--- config.mk ---
export PLATFORM = sky130hd
export DESIGN_NAME = nibble_serial_subtractor
export DESIGN_NICKNAME = d
export VERILOG_FILES = /design/src/rtl/nibble_serial_subtractor_pkg.sv /design/src/rtl/nibble_serial_subtractor_cla_sub_4.sv /design/src/rtl/nibble_serial_subtractor.sv
export SDC_FILE = /design/constraint.sdc
export NUM_CORES = 1
export LEC_CHECK = 0
export ABC_AREA = 1
export BUFFER_PORTS_ARGS = -buffer_cell sky130_fd_sc_hd__buf_2
export CAP_MARGIN = 20
export CORE_MARGIN = 2
export CORE_UTILIZATION = 35
export DETAILED_ROUTE_END_ITERATION = 10
export HOLD_SLACK_MARGIN = 0.1
export PLACE_DENSITY = 0.6
export SYNTH_ARGS = -nofsm -noshare
export SYNTH_HDL_FRONTEND = slang
export SYNTH_SLANG_ARGS = --single-unit
--- constraint.sdc ---
create_clock -name clk -period 2.52 [get_ports clk]
set_input_delay 0.378 -clock clk [delete_from_list [all_inputs] [get_ports clk]]
set_output_delay 0.378 -clock clk [all_outputs]
set_load 0.02 [all_outputs]
--- src/rtl/nibble_serial_subtractor_pkg.sv ---
// rtl/nibble_serial_subtractor_pkg.sv - shared constants and FSM encoding for the nibble-serial subtractor
package sub_pkg;

   // Width of one serial slice
   localparam int NIB_W = 4;

   typedef enum logic [1:0] {
      ST_IDLE = 2'd0,
      ST_BUSY = 2'd1,
      ST_DONE = 2'd2
   } state_t;

endpackage

--- src/rtl/nibble_serial_subtractor_cla_sub_4.sv ---
// rtl/nibble_serial_subtractor_cla_sub_4.sv - combinational 4-bit borrow-lookahead subtract slice
module cla_sub_4
   import sub_pkg::*;
(
   input  logic [NIB_W-1:0] X,
   input  logic [NIB_W-1:0] Y,
   input  logic             Bi,
   output logic [NIB_W-1:0] Dn,
   output logic             Bo
);

   // Generate: this bit borrows on its own; propagate: an incoming borrow passes through
   logic [NIB_W-1:0] g;
   logic [NIB_W-1:0] p;
   logic [NIB_W:0]   b;

   assign g = ~X & Y;
   assign p = ~(X ^ Y);

   // Flattened lookahead so no borrow waits on the previous bit's result
   always_comb begin
      b[0] = Bi;
      b[1] = g[0] | (p[0] & Bi);
      b[2] = g[1] | (p[1] & g[0]) | (p[1] & p[0] & Bi);
      b[3] = g[2] | (p[2] & g[1]) | (p[2] & p[1] & g[0]) | (p[2] & p[1] & p[0] & Bi);
      b[4] = g[3] | (p[3] & g[2]) | (p[3] & p[2] & g[1]) | (p[3] & p[2] & p[1] & g[0])
           | (p[3] & p[2] & p[1] & p[0] & Bi);
   end

   assign Dn = X ^ Y ^ b[NIB_W-1:0];
   assign Bo = b[NIB_W];

endmodule

--- src/rtl/nibble_serial_subtractor.sv ---
// rtl/nibble_serial_subtractor.sv - WIDTH-bit A-B-Bin, one nibble per clock; SUB_SAT_EN enables signed saturation
module nibble_serial_subtractor
   import sub_pkg::*;
#(
   parameter int WIDTH = 16
) (
   input  logic             clk,
   input  logic             rst_n,
   input  logic             in_valid,
   output logic             in_ready,
   input  logic [WIDTH-1:0] A,
   input  logic [WIDTH-1:0] B,
   input  logic             Bin,
   output logic             out_valid,
   input  logic             out_ready,
   output logic [WIDTH-1:0] D,
   output logic             Bout,
   output logic             Z,
   output logic             V
);

   localparam int NIBBLES = WIDTH / NIB_W;
   localparam int IDX_W   = (NIBBLES > 1) ? $clog2(NIBBLES) : 1;
   localparam logic [IDX_W-1:0] LAST_IDX = IDX_W'(NIBBLES - 1);

   state_t           state;
   logic [IDX_W-1:0] idx;
   logic [WIDTH-1:0] a_q;
   logic [WIDTH-1:0] b_q;
   logic             borrow_q;

   logic [NIB_W-1:0] a_nib;
   logic [NIB_W-1:0] b_nib;
   logic [NIB_W-1:0] dn;
   logic             bo;
   logic [WIDTH-1:0] raw_d;
   logic [WIDTH-1:0] res_d;
   logic             v_next;

   assign a_nib = a_q[idx*NIB_W +: NIB_W];
   assign b_nib = b_q[idx*NIB_W +: NIB_W];

   cla_sub_4 u_slice (
      .X  (a_nib),
      .Y  (b_nib),
      .Bi (borrow_q),
      .Dn (dn),
      .Bo (bo)
   );

   // Full unclamped difference as it will look once the MSB nibble lands on the final edge
   always_comb begin
      raw_d = D;
      raw_d[WIDTH-1 -: NIB_W] = dn;
   end

   assign v_next = (a_q[WIDTH-1] != b_q[WIDTH-1]) && (raw_d[WIDTH-1] != a_q[WIDTH-1]);

`ifdef SUB_SAT_EN
   // On overflow the true result has A's sign, so clamp toward that end of the range
   always_comb begin
      res_d = raw_d;
      if (v_next)
         res_d = a_q[WIDTH-1] ? {1'b1, {(WIDTH-1){1'b0}}} : {1'b0, {(WIDTH-1){1'b1}}};
   end
`else
   assign res_d = raw_d;
`endif

   // Handshake FSM, nibble sequencing and result/flag registers
   always_ff @(posedge clk or negedge rst_n) begin
      if (!rst_n) begin
         state     <= ST_IDLE;
         in_ready  <= 1'b1;
         out_valid <= 1'b0;
         idx       <= '0;
         a_q       <= '0;
         b_q       <= '0;
         borrow_q  <= 1'b0;
         D         <= '0;
         Bout      <= 1'b0;
         Z         <= 1'b0;
         V         <= 1'b0;
      end else begin
         case (state)
            ST_IDLE: begin
               if (in_valid && in_ready) begin
                  a_q      <= A;
                  b_q      <= B;
                  borrow_q <= Bin;
                  idx      <= '0;
                  in_ready <= 1'b0;
                  state    <= ST_BUSY;
               end
            end
            ST_BUSY: begin
               borrow_q <= bo;
               idx      <= idx + 1'b1;
               if (idx == LAST_IDX) begin
                  D         <= res_d;
                  Bout      <= bo;
                  Z         <= (res_d == '0);
                  V         <= v_next;
                  out_valid <= 1'b1;
                  state     <= ST_DONE;
               end else begin
                  D[idx*NIB_W +: NIB_W] <= dn;
               end
            end
            ST_DONE: begin
               if (out_ready) begin
                  out_valid <= 1'b0;
                  in_ready  <= 1'b1;
                  state     <= ST_IDLE;
               end
            end
            default: begin
               state     <= ST_IDLE;
               in_ready  <= 1'b1;
               out_valid <= 1'b0;
            end
         endcase
      end
   end

endmodule

---- Word level (Yosys, flattened, before mapping) ----
Cells that the tools add are included.
word-level totals
  register bits ........................... 58
  bits of input ports ..................... 37
  output and inout bits ................... 21
  word-level logic and storage cells ...... 88
operators by class
  add/sub/neg operators ................... 2
  eq/ne operators ......................... 8
  shift operators ......................... 4
  mux-type cells .......................... 16
  bitwise operators ....................... 34
  reduce and logical (&&, ||, !) cells .... 12
operator list
  operator                                                count
  negation 4 -> 34 bit                                    1
  variable shift 4 x 34 -> 16 bit (first input constant)  1
  indexed part select 4 x 34 -> 16 bit                    1
  indexed part select 16 x 5 -> 4 bit                     2
  AND 1 bit                                               16
  bitwise mux 16 bit                                      1
  zero test 16 bit                                        1
  2-to-1 mux 16 bit                                       1
  OR 1 bit                                                10
  AND reduction 3 bit                                     3
  2-to-1 mux 2 bit                                        4
  NOT 4 bit                                               2
  AND reduction 2 bit                                     4
  bitwise XOR 4 bit                                       2
  != test 2 bit (second input constant)                   3
  case mux 1 bit (3 select lines)                         2
  case mux 2 bit (3 select lines)                         1
  2-to-1 mux 1 bit                                        5
  AND 4 bit                                               1
  equality test 2 bit (second input constant)             2
  case mux 2 bit (2 select lines)                         1
  NOT 1 bit                                               3
  adder 2 x 1 -> 2 bit (second input constant)            1
  equality test 2 x 1 -> 1 bit (second input constant)    1
  5 further kinds                                         7

---- Depth between registers and ports, before layout ----
  depth after elaboration ................. 11
  gate-level depth with buffers ........... 15
  gate-level depth less buffers ........... 13

---- By module ----
A second synthesis with hierarchy kept.
second synthesis, totals
  cell total of the unflattened synthesis .. 386
  area total of the unflattened synthesis .. 3086.7 µm²
modules (own cells, without submodules)
  module                    instances  cells each  area each (µm²)  sequential area each (µm²)
  nibble_serial_subtractor  1          347         2836.5           1452.6
  cla_sub_4                 1          39          250.2            0.0

---- Worst setup path before layout ----
No wires, ideal clock.
  path kind ............................... reg-to-reg
  start ................................... register idx[1]
  end ..................................... register Z
  setup time .............................. 0.065 ns
  arrival time ............................ 2.082 ns
  required time ........................... 2.455 ns
  slack ................................... 0.373 ns
  stages on the path, launching flop included .. 12
  path buffers ............................ 1
  clock period less this slack ............ 2.147 ns
  path through ............................ dfrtp_1 > inv_1 > clkbuf_1 > a21oi_1 > a32o_1 > fa_1 > nand4_1 > nor2_1 > nand3_1 > nor2_1 > nand2_1 > nand2_1
on the way
  word-level cells in the longest chain between the ends .. 9
  elaborated cells between the ends (all ways) .. 25
  those cells by class .................... eq/ne (1); shift (2); bitwise (20); reduce/logical (2)
ends and longest elaborated chain
  what                                                           line                                                                                                                          RTL
  start: declaration                                             nibble_serial_subtractor.sv:27                                                                                                logic [IDX_W-1:0] idx;
  start signal: assignment                                       nibble_serial_subtractor.sv:98                                                                                                idx <= idx + 1'b1;
  indexed part select 16 x 5 -> 4 bit, on equally long branches  nibble_serial_subtractor.sv:40, nibble_serial_subtractor.sv:41
  bitwise XOR 4 bit or NOT 4 bit (tied branches)                 nibble_serial_subtractor_cla_sub_4.sv:18, nibble_serial_subtractor_cla_sub_4.sv:30, nibble_serial_subtractor_cla_sub_4.sv:17
  NOT 4 bit or AND 4 bit (tied branches)                         nibble_serial_subtractor_cla_sub_4.sv:18, nibble_serial_subtractor_cla_sub_4.sv:17
  AND 1 bit                                                      nibble_serial_subtractor_cla_sub_4.sv:25                                                                                      b[3] = g[2] | (p[2] & g[1]) | (p[2] & p[1] & g[0]) | (p[2] & p[1] & p[0] & Bi);
  OR 1 bit or AND 1 bit (tied branches) (2 in series)            nibble_serial_subtractor_cla_sub_4.sv:25
  OR 1 bit                                                       nibble_serial_subtractor_cla_sub_4.sv:25
  bitwise XOR 4 bit                                              nibble_serial_subtractor_cla_sub_4.sv:30                                                                                      assign Dn = X ^ Y ^ b[NIB_W-1:0];
  zero test 16 bit                                               nibble_serial_subtractor.sv:102                                                                                               Z <= (res_d == '0);
  end signal: assignment                                         nibble_serial_subtractor.sv:102
  end: declaration                                               nibble_serial_subtractor.sv:18                                                                                                output logic Z,
Parallel ways exist; a longest one is shown, timed or not.
A chain may end at the register's enable or synchronous reset.

---- Worst setup path in the final report ----
  start ................................... register idx[0]
  end ..................................... register D[8]
on the way
  word-level cells in the longest chain between the ends .. 10
  elaborated cells between the ends (all ways) .. 29
  those cells by class .................... add/sub (1); eq/ne (1); shift (4); mux (1); bitwise (21); reduce/logical (1)
ends and longest elaborated chain
  what                                                           line                                                                                                                          RTL
  indexed part select 16 x 5 -> 4 bit, on equally long branches  nibble_serial_subtractor.sv:40, nibble_serial_subtractor.sv:41
  bitwise XOR 4 bit or NOT 4 bit (tied branches)                 nibble_serial_subtractor_cla_sub_4.sv:18, nibble_serial_subtractor_cla_sub_4.sv:30, nibble_serial_subtractor_cla_sub_4.sv:17
  NOT 4 bit or AND 4 bit (tied branches)                         nibble_serial_subtractor_cla_sub_4.sv:18, nibble_serial_subtractor_cla_sub_4.sv:17
  AND 1 bit                                                      nibble_serial_subtractor_cla_sub_4.sv:25
  OR 1 bit or AND 1 bit (tied branches) (2 in series)            nibble_serial_subtractor_cla_sub_4.sv:25
  OR 1 bit                                                       nibble_serial_subtractor_cla_sub_4.sv:25
  bitwise XOR 4 bit                                              nibble_serial_subtractor_cla_sub_4.sv:30
  indexed part select 4 x 34 -> 16 bit                           nibble_serial_subtractor.sv:107                                                                                               D[idx*NIB_W +: NIB_W] <= dn;
  bitwise mux 16 bit                                             nibble_serial_subtractor.sv:107
  end signal: assignment                                         nibble_serial_subtractor.sv:100                                                                                               D <= res_d;
  end signal: indexed assignment                                 nibble_serial_subtractor.sv:107
  end: declaration                                               nibble_serial_subtractor.sv:16                                                                                                output logic [WIDTH-1:0] D,
Parallel ways exist; a longest one is shown, timed or not.

==> impl_metrics.toml <==
[place]
place_ws_ns = 0.271
dp_hpwl_um = 4840
buffer_ports.inserted = 57
place.gp.congestion = 0.878
dp_cells = 505

[final_layout]
post_layout_nonfiller_instances = 520
layout.core_utilization = 0.430
multi_input_comb_area_um2 = 1250
final_nets = 459
antenna-diode-count = 0
storage_cell_area_um2 = 1450
area.growth.synth_to_final_pct = 19.8
nFillCells = 828
drive_above_1_share = 0.231

[logic_synthesis]
yosysMostFrequentCell = "sky130_fd_sc_hd__nand2_1"
cell_taking_the_most_area_after_synthesis = "sky130_fd_sc_hd__dfrtp_1"
post_synth_instance_area_um2 = 2920
post_synth_num_cell_types = 32
synth-async-reset-ratio = 1.00
synth_top_cells_by_area = "sky130_fd_sc_hd__dfrtp_1 49%, sky130_fd_sc_hd__nand2_1 18%, sky130_fd_sc_hd__ha_1 4.3%"
synth_seq_area_share = 0.497
synth-edff-count = 0
ys_top_cells_by_count = "140 x sky130_fd_sc_hd__nand2_1, 57 x sky130_fd_sc_hd__dfrtp_1, 31 x sky130_fd_sc_hd__inv_1, 21 x sky130_fd_sc_hd__nor2_1"
synth-seq-cells = 58
synth_flop_cell = "sky130_fd_sc_hd__dfrtp_1"
syn-num-nets = 395
synth_top_area_share = 0.488
synth_cells = 347
syn_avg_cell_area_um2 = 8.42
synth_warnings = 0

[clock_tree]
cts_htree_levels = 3
cts_inserted_buffers = 9
root_buffer = "sky130_fd_sc_hd__clkbuf_8"
cts_hold_buffers = 0
cts_setup_buffers = 0
post_cts_resize_count = 0
clk_pin_slew_worst_paths_ns = 0.07
cts_tree = "done"
tritoncts_num_sinks = 58
insertion_delay_ns = 0.35
clock_tree.buffer_depth = 2

[worst_setup_path]
setup_crit_start = "idx[0]"
critical_path_arrival_ns = 2.53
cp_cell_sequence = "inv_1 > buf_4 > o21ai_0 > o22ai_1 > fa_1 > or2_2 > o22ai_1"
worst-endpoint-required_ns = 2.79
path_common_cell = "sky130_fd_sc_hd__o22ai_1"
reg2reg_slack_ns = 0.25
crit_type = "register to register"
category_of_the_worst_setup_path_launch_point = "register"
critical_path.reg2reg.startpoint = "idx[0]"
timing.critical_path.to_type = "register"
path_max_fanout = 11
worst_path_largest_cell_delay_ns = 0.56
cp_slowest_cell = "sky130_fd_sc_hd__fa_1"

[drt]
post_drt_via_cell_ratio = 4.70
post_drt_antenna_nets = 0
drtPass1Iterations = 4
finalWirelength_um = 6530
wl_per_cell_um = 12.6
detail_route.iter0.violations = 115
drc_violation_count_after_routing = 0
detailroute.via_count = 2445

[power]
total_switching_power_mw = 2.32
vdd_drop_max_uv = 628
share_clk_of_total_power = 0.161
power-per-cell-area_nw_per_um2 = 1440
p_comb_frac = 0.530
seqPwrFrac = 0.309
leakagePower_nw = 1.91
p_sw_frac = 0.460
report.power.total_mw = 5.06
power_report.internal_total_mw = 2.73

[timing]
hold_viol_final = 0
period_needed_ns = 2.27
report.final.slew_viol_count = 0
grt_setup_unrepaired = "no"
fin_skew_ns = 0.00948
fin_tns_setup_ns = 0
fin_crit_sh = 0.899
max-slew-margin-rel = 0.525
fmaxAchievable_mhz = 441
final_critical_path_setup_slack_ns = 0.253
setup_violations = 0
worstMarginPinSlew_ns = 0.713

[floorplan]
start_util = 0.359
fp.dieArea_um2 = 9090
die_w_um = 95.4
rows = 33
pin_count = 58
die_h_um = 95.4
design.core.area_um2 = 8130

[global_routing]
initial_antenna_violation_count = 0
first_global_vias = 2413
grt_util_all_layers = 0.166
globalRouteMet1Util = 0.214
congestion_overflow_gr = 0
busiest_layer = "met2"
grt.met3_usage = 0.0577
global_route.usage.met2 = 0.259
wire_length_of_the_first_global_routing_pass_um = 11300
maximum_number_of_pins_on_one_net_before_global_route_repair = 33

[outcome]
outcome = "completed"

[run]
timing.max_cap.violations = 0

[worst_hold_path]
worst_hold_path_type = "input pin to asynchronous set/reset pin"
## per-layer routing
layer	vias to the layer above	routed length, um
li1	1232	-
met1	1135	3060
met2	68	2950
met3	10	430
met4	0	98
met5	-	0
## logic make-up after synthesis
family,share of synthesized area
flops,0.497
compound gates,0.0934
xor+xnor,0.00300
simple gates,0.283
buf+inv,0.0737
fa+ha+maj,0.0497
## worst paths after layout
kind	to	depth (start not counted)
setup / recovery	D[8]	7
hold / removal	out_valid	1
setup reg to reg	D[8]	7
hold reg to reg	b_q[10]	2
max in group asynchronous	a_q[12]	2
min in group clk	b_q[12]	3
## layout make-up
class,instances,area share
tap,105,0.0375
clock inverter,2,0.00286
inverter,35,0.0390
sequential,58,0.415
timing repair buffer,64,0.0965
clock buffer,13,0.0511
multi-input combinational,243,0.358
## power groups by stage
stage | registers, mW | clock network (mW) | logic, mW
finish | 1.56 | 0.815 | 2.68
global route | 1.62 | 0.879 | 3.09
CTS | 1.57 | 0.838 | 2.71
detailed placement | 1.58 | 0 | 2.70
global placement | 1.57 | 0 | 2.66
floorplan | 1.65 | 0 | 1.90
## metrics by stage
| step | hold WS (ns) | instance area (um^2) |
|---|---|---|
| 3_5_place_dp | 0.455 | 3310 |
| 3_3_place_gp | 0.452 | 3310 |
| 4_1_cts | 0.104 | 3500 |
| 6_report | 0.0817 | 3500 |
| 5_1_grt | 0.140 | 3500 |
| 2_1_floorplan | 0.0824 | 2920 |
## worst max-delay path: cells and delay by family (launching register included)
kind / cells / cell delay, ns
compound gates: 3 / 0.49
fa+ha+maj: 1 / 0.56
simple gates: 1 / 0.36
flops: 1 / 0.38
buf+inv: 2 / 0.39
## sequential cells by signal (all words and copies together) (netlist names)
register	count
b_q	16
D	16
idx	2
state	2
Z	1
V	1
borrow_q	1
Bout	1
in_ready	1
a_q	16
out_valid	1
## layout by cell type (no fill, tap or decap), types with 3 or more instances in the layout
master,count
sky130_fd_sc_hd__o22ai_1,18
sky130_fd_sc_hd__inv_1,31
sky130_fd_sc_hd__nand2_1,140
sky130_fd_sc_hd__nand4_1,3
sky130_fd_sc_hd__nand3_1,8
sky130_fd_sc_hd__clkbuf_8,13
sky130_fd_sc_hd__nor2_1,21
sky130_fd_sc_hd__dfrtp_1,57
sky130_fd_sc_hd__o21ai_0,18
sky130_fd_sc_hd__inv_2,3
sky130_fd_sc_hd__nor2_8,3
sky130_fd_sc_hd__buf_4,7
sky130_fd_sc_hd__a32o_1,3
sky130_fd_sc_hd__a21oi_1,4
sky130_fd_sc_hd__buf_2,57
sky130_fd_sc_hd__ha_1,10
Power figures use the tool's default switching activity.
